File: src/rtl/ctrl_pipe_regs.sv
// Consumer end of the control-unit bundle: carries decoded control bits through the
// EX/MEM/WB pipeline registers with load-use bubbles, branch flush, global hold and a stall counter.
module ctrl_pipe_regs #(
    parameter int ALUOP_W = 1,
    parameter int REG_AW  = 5,
    parameter int CNT_W   = 16
) (
    input  logic               clk,
    input  logic               rst_n,
    input  logic               id_RegDst,
    input  logic               id_Branch,
    input  logic               id_MemtoReg,
    input  logic [ALUOP_W-1:0] id_ALUOp,
    input  logic               id_MemRead,
    input  logic               id_MemWrite,
    input  logic               id_ALUSrc,
    input  logic               id_RegWrite,
    input  logic               id_valid,
    input  logic [REG_AW-1:0]  id_rs,
    input  logic [REG_AW-1:0]  id_rt,
    input  logic [REG_AW-1:0]  id_rd,
    input  logic               hold_i,
    input  logic               flush_i,
    output logic               stall_o,
    output logic               ex_RegDst,
    output logic               ex_ALUSrc,
    output logic [ALUOP_W-1:0] ex_ALUOp,
    output logic [REG_AW-1:0]  ex_wreg,
    output logic               mem_Branch,
    output logic               mem_MemRead,
    output logic               mem_MemWrite,
    output logic [REG_AW-1:0]  mem_wreg,
    output logic               wb_MemtoReg,
    output logic               wb_RegWrite,
    output logic [REG_AW-1:0]  wb_wreg,
    output logic [CNT_W-1:0]   stall_cnt
);

    typedef struct packed {
        logic               valid;
        logic               regDst;
        logic               aluSrc;
        logic [ALUOP_W-1:0] aluOp;
        logic               branch;
        logic               memRead;
        logic               memWrite;
        logic               memtoReg;
        logic               regWrite;
        logic [REG_AW-1:0]  wreg;
    } exStage_t;

    typedef struct packed {
        logic              valid;
        logic              branch;
        logic              memRead;
        logic              memWrite;
        logic              memtoReg;
        logic              regWrite;
        logic [REG_AW-1:0] wreg;
    } memStage_t;

    typedef struct packed {
        logic              valid;
        logic              memtoReg;
        logic              regWrite;
        logic [REG_AW-1:0] wreg;
    } wbStage_t;

    exStage_t         exQ;
    exStage_t         idEntry;
    memStage_t        memQ;
    memStage_t        exToMem;
    wbStage_t         wbQ;
    wbStage_t         memToWb;
    logic [CNT_W-1:0] stallCnt;
    logic             hazard;

    always_comb begin
        // NOTE: default first, so no path leaves idEntry unassigned and infers a latch.
        idEntry = '0;
        if (id_valid) begin
            idEntry.valid    = 1'b1;
            idEntry.regDst   = id_RegDst;
            idEntry.aluSrc   = id_ALUSrc;
            idEntry.aluOp    = id_ALUOp;
            idEntry.branch   = id_Branch;
            idEntry.memRead  = id_MemRead;
            idEntry.memWrite = id_MemWrite;
            idEntry.memtoReg = id_MemtoReg;
            idEntry.regWrite = id_RegWrite;
            idEntry.wreg     = id_RegDst ? id_rd : id_rt;
        end
    end

    // Downstream stages keep only the control bits still needed; bubbles are all-zero already.
    always_comb begin
        exToMem          = '0;
        exToMem.valid    = exQ.valid;
        exToMem.branch   = exQ.branch;
        exToMem.memRead  = exQ.memRead;
        exToMem.memWrite = exQ.memWrite;
        exToMem.memtoReg = exQ.memtoReg;
        exToMem.regWrite = exQ.regWrite;
        exToMem.wreg     = exQ.wreg;

        memToWb          = '0;
        memToWb.valid    = memQ.valid;
        memToWb.memtoReg = memQ.memtoReg;
        memToWb.regWrite = memQ.regWrite;
        memToWb.wreg     = memQ.wreg;
    end

    // A load writing $0 never produces a real dependency, so it cannot stall.
    assign hazard = exQ.valid & exQ.memRead & (exQ.wreg != '0) & id_valid
                  & ((exQ.wreg == id_rs) | (exQ.wreg == id_rt));

    assign stall_o = hazard & ~flush_i;

    always_ff @(posedge clk or negedge rst_n) begin
        // NOTE: stage registers are control state and must reset, or garbage would look like live instructions.
        if (!rst_n) begin
            exQ      <= '0;
            memQ     <= '0;
            wbQ      <= '0;
            stallCnt <= '0;
        end else if (!hold_i) begin
            // NOTE: non-blocking, so each stage captures the pre-edge value of the stage above it.
            if (flush_i) begin
                exQ  <= '0;
                memQ <= '0;
                wbQ  <= memToWb;
            end else if (hazard) begin
                exQ  <= '0;
                memQ <= exToMem;
                wbQ  <= memToWb;
                if (stallCnt != '1) begin
                    stallCnt <= stallCnt + 1'b1;
                end
            end else begin
                exQ  <= idEntry;
                memQ <= exToMem;
                wbQ  <= memToWb;
            end
        end
    end

    // Gating by valid keeps a stray bit in a bubble from ever reaching the datapath.
    assign ex_RegDst    = exQ.valid & exQ.regDst;
    assign ex_ALUSrc    = exQ.valid & exQ.aluSrc;
    assign ex_ALUOp     = {ALUOP_W{exQ.valid}} & exQ.aluOp;
    assign ex_wreg      = exQ.wreg;
    assign mem_Branch   = memQ.valid & memQ.branch;
    assign mem_MemRead  = memQ.valid & memQ.memRead;
    assign mem_MemWrite = memQ.valid & memQ.memWrite;
    assign mem_wreg     = memQ.wreg;
    assign wb_MemtoReg  = wbQ.valid & wbQ.memtoReg;
    assign wb_RegWrite  = wbQ.valid & wbQ.regWrite;
    assign wb_wreg      = wbQ.wreg;
    assign stall_cnt    = stallCnt;

    bubbleQuiet: assert property (@(posedge clk) disable iff (!rst_n)
        !exQ.valid |-> !(exQ.branch | exQ.memRead | exQ.memWrite | exQ.regWrite));

endmodule

File: config.mk
export PLATFORM = sky130hd
export DESIGN_NAME = ctrl_pipe_regs
export DESIGN_NICKNAME = d
export VERILOG_FILES = /design/src/rtl/ctrl_pipe_regs.sv
export SDC_FILE = /design/constraint.sdc
export NUM_CORES = 1
export LEC_CHECK = 0
export ABC_AREA = 1
export CAP_MARGIN = 5
export CORE_MARGIN = 2
export CORE_UTILIZATION = 32
export DETAILED_ROUTE_END_ITERATION = 8
export PLACE_DENSITY = 0.64
export SLEW_MARGIN = 25
export SYNTH_ARGS = -nofsm -noshare
export SYNTH_HDL_FRONTEND = slang
export SYNTH_SLANG_ARGS = --single-unit
File: constraint.sdc
create_clock -name clk -period 1.96 [get_ports clk]
set_input_delay 0.392 -clock clk [delete_from_list [all_inputs] [get_ports clk]]
set_output_delay 0.392 -clock clk [all_outputs]
set_load 0.05 [all_outputs]
---- After elaboration in Yosys (flattened, before gate mapping) ----
Cells that the tools add are included.
word-level totals
  bits in registers ....................... 49
  bits in latches ......................... 0
  bits in writable memories ............... 0
  bits in read-only memories .............. 0
  logic and storage cells ................. 49
  memories ................................ 0
operators by class
  add/subtract/negate cells ............... 1
  multiply operators ...................... 0
  div/mod/pow operators ................... 0
  $lt $le $gt $ge ......................... 0
  equal/unequal tests ..................... 3
  shift-type cells ........................ 0
  muxes and demuxes ....................... 5
  bitwise operators ....................... 16
  reductions and logical operators ........ 2
operators with widths
  cell                                                             count
  14-bit two-way mux                                               3
  16-bit by 1-bit adder with 16-bit output, second input constant  1
  16-bit != test, second input constant                            1
  1-bit AND                                                        13
  11-bit two-way mux                                               1
  5-bit equality test                                              2
  5-bit two-way mux                                                1
  5-bit nonzero test                                               1
  4-bit AND reduction                                              1
  1-bit NOT                                                        2
  1-bit bitwise OR                                                 1

---- Longest topological paths before layout ----
Gate-level depths: netlist of the first run.
  depth in word-level cells ............... 6
  depth in mapped cells ................... 10
  gate-level depth less buffers ........... 10

---- Worst setup path before layout of the first run ----
OpenSTA, ideal clock, no wires.
  path type ............................... reg2reg
  start ................................... register stallCnt[1], in the netlist stall_cnt[1]
  end ..................................... register stallCnt[3], in the netlist stall_cnt[3]
  setup time .............................. 0.118 ns
  arrival ................................. 1.789 ns
  data required time ...................... 1.842 ns
  setup slack ............................. 0.052 ns
  stages on the path, launching flop included .. 9
  buffers on the path ..................... 0
  clock period less this slack ............ 1.908 ns
  cell sequence ........................... dfrtp_1 ha_1 nand3_1 nor2_1 nand4_1 o21ai_0 nor2_2 nand2_1 nand2_1
on the way
  longest elaborated chain between the ends .. 2
ends and longest elaborated chain
  what                                                                                              RTL line  RTL
  start, declared                                                                                   75        logic [CNT_W-1:0] stallCnt;
  start signal, assigned                                                                            137       stallCnt <= stallCnt + 1'b1;
  parallel branches: the longest is 2 deep, another holds 16-bit by 1-bit adder with 16-bit output  --
Parallel ways; which one is timed is not known.
A chain may end at the register's enable or synchronous reset.

---- Final worst setup path of the first run ----
  start ................................... input id_rs[2]
  end ..................................... output stall_o
on the way
  longest elaborated chain between the ends .. 4
ends and longest elaborated chain
  what                 RTL line  RTL
  start, declared      19        input logic [REG_AW-1:0] id_rs,
  5-bit equality test  115       & ((exQ.wreg == id_rs) | (exQ.wreg == id_rt));
  1-bit bitwise OR     115
  1-bit AND            115
  1-bit AND            117       assign stall_o = hazard & ~flush_i;
  end, declared        24        output logic stall_o,
No other way between the ends.

==> results of run 1 <==
placed cells by master, fill, tap and decap left out:
cell type / n
buf_2: 1
dlygate4sd2_1: 9
bufinv_16: 2
inv_6: 1
nor2_1: 17
nand4_4: 1
o22ai_1: 5
inv_2: 7
xor2_1: 8
nand3_1: 18
o211ai_1: 2
nand3_2: 2
nand2_1: 134
buf_4: 45
inv_1: 36
dfrtp_1: 46
nand4_1: 5
dfrtp_2: 3
nor2_2: 4
clkdlybuf4s50_1: 27
xnor2_1: 8
ha_1: 1
clkbuf_8: 5
buf_12: 3
nand2_2: 1
o21ai_2: 1
o21bai_1: 1
o21ai_0: 28
per-stage QoR:
stage	worst slack [ns]	hold slack (ns)
2_1_floorplan	0.05229	0.09641
3_3_place_gp	-0.1196	0.3962
3_5_place_dp	-0.1146	0.3993
4_1_cts	-0.0009877	0.05315
5_1_grt	-0.06935	0.07543
6_report	0.01643	0.04262
state kept, by name (all words and copies together) (netlist names):
register and cells:
memQ 6, mem_wreg 5, stall_cnt 16, exQ 9, wbQ 3, wb_wreg 5
ex_wreg 5
per-layer routing:
metal  wire (um)  track usage (%)  up-vias
met3         275            3.162        8
met5           0                0        -
met1        2924            19.70     1054
li1            -                -     1206
met2        2800            23.53       45
met4          77            3.744        0
path summary, 6_finish.rpt:
kind	startpoint	to	slack, ns	depth (start not counted)
max	id_rs[2]	stall_o	0.02	7
min	rst_n	wb_wreg[2]	0.04	1
max reg2reg	stall_cnt[0]	stall_cnt[8]	0.26	9
min reg2reg	exQ[6]	exQ[6]	0.49	2
max in group asynchronous	rst_n	stall_cnt[13]	1.39	2
min in group clk	exQ[6]	exQ[6]	0.49	2
kinds of logic (layout without fill, tap and decap cells):
logic type                 after synthesis  in the layout  share of synthesized area, %
AOI/OAI and AO/OA                       37             37                         7.620
and+or+nand+nor                        182            182                         28.22
DFF                                     49             49                         46.10
xor gates and xnor gates                16             16                         5.268
adders and majority gates                1              1                        0.4703
buffers and inverters                   69            136                         12.32
where the power goes:
| group | internal (mW) | leakage [nW] | total, mW | switching, mW |
|---|---|---|---|---|
| logic | 0.131 | 1.13 | 0.330 | 0.199 |
| registers | 1.05 | 0.668 | 1.08 | 0.0294 |
| clock network | 0.514 | 0.0687 | 0.868 | 0.354 |
| total | 1.69 | 1.86 | 2.28 | 0.582 |
timing repair:
action,4_1_cts,5_1_grt
gates resized for setup,14,4
setup buffers,2,3
endpoints found under the setup margin,1,1
pin swaps,4,4
final cells by class:
class                           instances  area share, %
Sequential cell                        49          34.86
Multi-Input combinational cell        236          31.63
Timing Repair Buffer                   85          21.31
Inverter                               43          4.574
Tap cell                              105          3.723
Clock buffer                            5          1.950
Clock inverter                          3          1.950
==> out/metrics.csv, run 1 <==
metric,value,unit
cells along the critical path,clkdlybuf4s50_1 > xnor2_1 > nand3_1 > nand2_2 > nand3_2 > inv_2 > buf_12,
Synth Register Bits,49,
final-layout fill cell count,817,
global route overflow,0,
core area,0.008134,sq mm
setup TNS,0,ns
WL final,6077,um
"Net Count, Synth",383,
Max Fanout on Critical Path,2,
relative slew slack,66.20,%
first-pass GRT wire length,10430,um
RSZ-0062 raised after global routing,yes,
peak supply drop,396.5,uV
n_diodes,0,
multi-input logic area,0.001116,sq mm
Syn Area/Cell,7.514,sq um
Remaining DRCs,0,
Post-CTS Hold Buffers,0,
total chip power,2.275,mW
H-tree Lvls,2,
Starting Density,32.70,%
sequential area share after synthesis,46.10,%
Die ar.,0.009058,sq mm
Commonest cells post-synth,"134 x nand2_1, 49 x dfrtp_1, 39 x inv_1",
most frequent cell after synthesis,nand2_1,
vias in the first global route,2199,
Main synth FF type,dfrtp_1,
Final nets,449,
Post-DRT Antenna Nets,0,
placed insts,513,
total area of sequential cells,0.001230,sq mm
gr usage total,14.52,%
Worst-Skew Late Latency,0.30,ns
Post-synth EDFFs,0,
cts bufs inserted,5,
Die Width,95.18,um
WS Path Type,in -> out,
maximum achievable frequency,514.5,MHz
max-cap violation count,0,
pwr/cell area,644.8,mW/mm^2
"CTS clk-pin slew, worst paths",0.09,ns
dpl cell area,0.003351,sq mm
Fin. Hold Viols,0,
Async SR Flop Fraction,100.0,%
Top delay family on crit path,buffers and inverters,
vias per cell,4.397,
CP max-delay cell,clkdlybuf4s50_1,
Ys Warns,0,
Final Wtd Congestion,0.7886,
Worst Max-Slew Pin Slew,0.5070,ns
"top cells by area, synth","dfrtp_1 46%, nand2_1 19%, inv_1 5.5%, o21ai_0 5.3%, buf_4 4.5%",
post-DR wirelength/cell,11.55,um
area of the mapped netlist,0.002660,sq mm
Iteration-0 DRC Markers,32,
via count,2313,
status,finished clean,
clock sinks,49,
Layout Skew,0.006331,ns
IO Count,68,
Area Growth Syn to Fin,32.64,%
Slew Limit Fails,0,
CP bufs+invs,3,
Synth cell types,24,
die height,95.18,um
Placement Rows,33,
Lkg Pwr,1.865,nW
initial antenna violation count,0,
Final period util,99.16,%
share of layout cells above drive strength 1,18.05,%
CP peak stage delay,0.41,ns
Post-DP HPWL,4567,um
CP Capture Type,output pin,
Initial DRT Pass Iterations,4,
post-layout util,43.38,%
CTS Buffer Depth,2,
largest net degree at the start of global routing,38,
Worst EP required,1.57,ns
endpoints failing setup,0,
Synth area leader,dfrtp_1,
HP Class,in -> async,
post-layout minimum cycle time,1.944,ns
Yosys top cell area share,46.10,%
crit path launch type,input pin,
gate count after technology mapping,354,
CTS tree,done,
Root Driver,clkbuf_8,
"Arr. time, crit path",1.55,ns
Layout Cells excl Fill,526,
Port Buffers,67,
Final Cell Area,0.003528,sq mm
Power figures use the tool's default switching activity.
==> run 2, diff against run 1 <==
--- a/config.mk
+++ b/config.mk
@@ -12,4 +12,5 @@
 export DETAILED_ROUTE_END_ITERATION = 8
 export PLACE_DENSITY = 0.64
+export SETUP_SLACK_MARGIN = 0.2
 export SLEW_MARGIN = 25
 export SYNTH_ARGS = -nofsm -noshare
==> constraint.sdc (replaced) <==
create_clock -name clk -period 1.96 [get_ports clk]
set_input_delay 0.196 -clock clk [delete_from_list [all_inputs] [get_ports clk]]
set_output_delay 0.196 -clock clk [all_outputs]
set_load 0.05 [all_outputs]
==> out/metrics.csv, run 2 (synthesis results as in run 1) <==
metric,value,unit,change
largest net degree at the start of global routing,33,,-13%
H-tree Lvls,2,,unchanged
maximum achievable frequency,565.1,MHz,+9.8%
post-layout minimum cycle time,1.770,ns,-0.1739 ns
Final nets,448,,-0.22%
share of layout cells above drive strength 1,13.33,%,-4.7 points
Final period util,90.29,%,-8.9 points
CTS Buffer Depth,2,,unchanged
Max Fanout on Critical Path,4,,+2
die height,95.18,um,unchanged
vias per cell,4.554,,+3.6%
Port Buffers,67,,unchanged
R2R cell count,11,,+2
endpoints failing setup,0,,unchanged
relative slew slack,66.42,%,+0.22 points
RSZ-0062 raised after global routing,yes,,
Slew Limit Fails,0,,unchanged
first-pass GRT wire length,10560,um,+1.3%
Worst-Skew Late Latency,0.31,ns,about the same
Worst EP required,1.76,ns,+0.19 ns
Worst Max-Slew Pin Slew,0.5021,ns,-0.004901 ns
Placement Rows,33,,unchanged
r2r setup slk,0.24,ns,-0.02 ns
Die ar.,0.009058,sq mm,unchanged
crit path launch type,flip-flop,,
via count,2391,,+3.4%
n_diodes,0,,unchanged
Fin. Hold Viols,0,,unchanged
core area,0.008134,sq mm,unchanged
CP Capture Type,output pin,,
Lkg Pwr,1.886,nW,+1.2%
"commonest non-fill, non-tap cell in the layout",nand2_1,,
Initial DRT Pass Iterations,4,,unchanged
"CTS clk-pin slew, worst paths",0.10,ns,about the same
RR Endpoint,exQ[5],,
initial antenna violation count,0,,unchanged
status,finished clean,,
Root Driver,clkbuf_8,,
gr usage total,14.87,%,+0.35 points
vias in the first global route,2305,,+4.8%
CTS tree,done,,
Die Width,95.18,um,unchanged
"Arr. time, crit path",1.57,ns,+0.02 ns
cts bufs inserted,5,,unchanged
Worst R2R Start,ex_wreg[1],,
final-layout fill cell count,793,,-2.9%
Final Wtd Congestion,0.7733,,-1.9%
Post-DP HPWL,4734,um,+3.7%
Starting Density,32.70,%,unchanged
Iteration-0 DRC Markers,61,,+91%
most frequent cells in the layout,"131 x nand2_1, 42 x dfrtp_1, 38 x clkdlybuf4s50_1, 35 x inv_1, 27 x dlygate4sd2_1",,
Post-DRT Antenna Nets,0,,unchanged
pwr/cell area,574.9,mW/mm^2,-11%
WL final,6402,um,+5.3%
global route overflow,0,,unchanged
WS Path Type,reg -> out,,
Layout Skew,0.004591,ns,-0.001739 ns
Remaining DRCs,0,,unchanged
max FFs per register,16,,unchanged
post-DR wirelength/cell,12.19,um,+5.5%
Area Growth Syn to Fin,34.43,%,
total chip power,2.056,mW,-9.6%
max-cap violation count,0,,unchanged
clock sinks,49,,unchanged
setup TNS,0,ns,unchanged
HP Class,in -> async,,
peak supply drop,318.6,uV,-20%
IO Count,68,,unchanged
run 2: power by group:
group	switching [mW]	internal (mW)
logic	0.210	0.139
clock network	0.370	0.260
registers	0.0284	1.05
run 2: what timing repair did:
action,4_1_cts,5_1_grt
buffers inserted,0,7
pin swaps,0,10
endpoints found under the setup margin,29,30
resized for setup,28,28
hold endpoints to repair,17,0
hold buffers,1,0
cloned,0,1
run 2: per-layer routing:
metal / wire length (um) / share of wire, % / up-vias / GRT usage, %
met2: 3170 / 50 / 49 / 26.23
met4: 87 / 1.4 / 0 / 4.348
met1: 2802 / 44 / 1131 / 18.36
met5: 0 / 0 / - / 0
li1: - / - / 1204 / -
met3: 341 / 5.3 / 7 / 2.925
run 2: layout make-up:
class                           instances  area [sq um]  area share, %
Clock buffer                            5         68.82          1.924
Clock inverter                          3         26.28         0.7348
Inverter                               43         161.4          4.514
Multi-Input combinational cell        237          1172          32.79
Sequential cell                        49          1235          34.53
Tap cell                              105         131.4          3.674
Timing Repair Buffer                   83         780.7          21.83
run 2: worst max-delay path, stage by stage, from the launching register on:
cell     delay, ns
dfrtp_1       0.44
buf_6         0.14
nand2_4       0.04
nand2_2       0.04
nor2_1        0.08
nand3_1       0.12
nand2_4       0.11
nand3_4       0.08
inv_2         0.08
buf_12        0.13
run 2: worst max path at each step:
| stage | start | to | slack, ns | cells past startpoint |
|---|---|---|---|---|
| 6_report | ex_wreg[1] | stall_o | 0.19 | 9 |
| 5_1_grt | ex_wreg[1] | stall_o | 0.10 | 9 |
| 4_1_cts | ex_wreg[1] | stall_o | 0.03 | 9 |
| 3_5_place_dp | id_rt[4] | ex_wreg[2] | 0.06 | 10 |
| 3_3_place_gp | id_rs[4] | ex_wreg[2] | 0.10 | 10 |
| 2_1_floorplan | stall_cnt[2] | stall_cnt[2] | 0.22 | 7 |
run 2: stage by stage:
step | std cells | area [sq um] | utilization [%] | hold slack [ns] | worst slack [ns]
6_report | 525 | 3576 | 43.96 | 0.3703 | 0.1903
5_1_grt | 525 | 3576 | 43.96 | 0.3990 | 0.1032
4_1_cts | 517 | 3450 | 42.41 | 0.3816 | 0.03451
3_5_place_dp | 508 | 3377 | 41.52 | 0.1696 | 0.05764
3_3_place_gp | 508 | 3377 | 41.52 | 0.1672 | 0.1014
2_1_floorplan | 354 | 2664 | - | -0.09959 | 0.2179
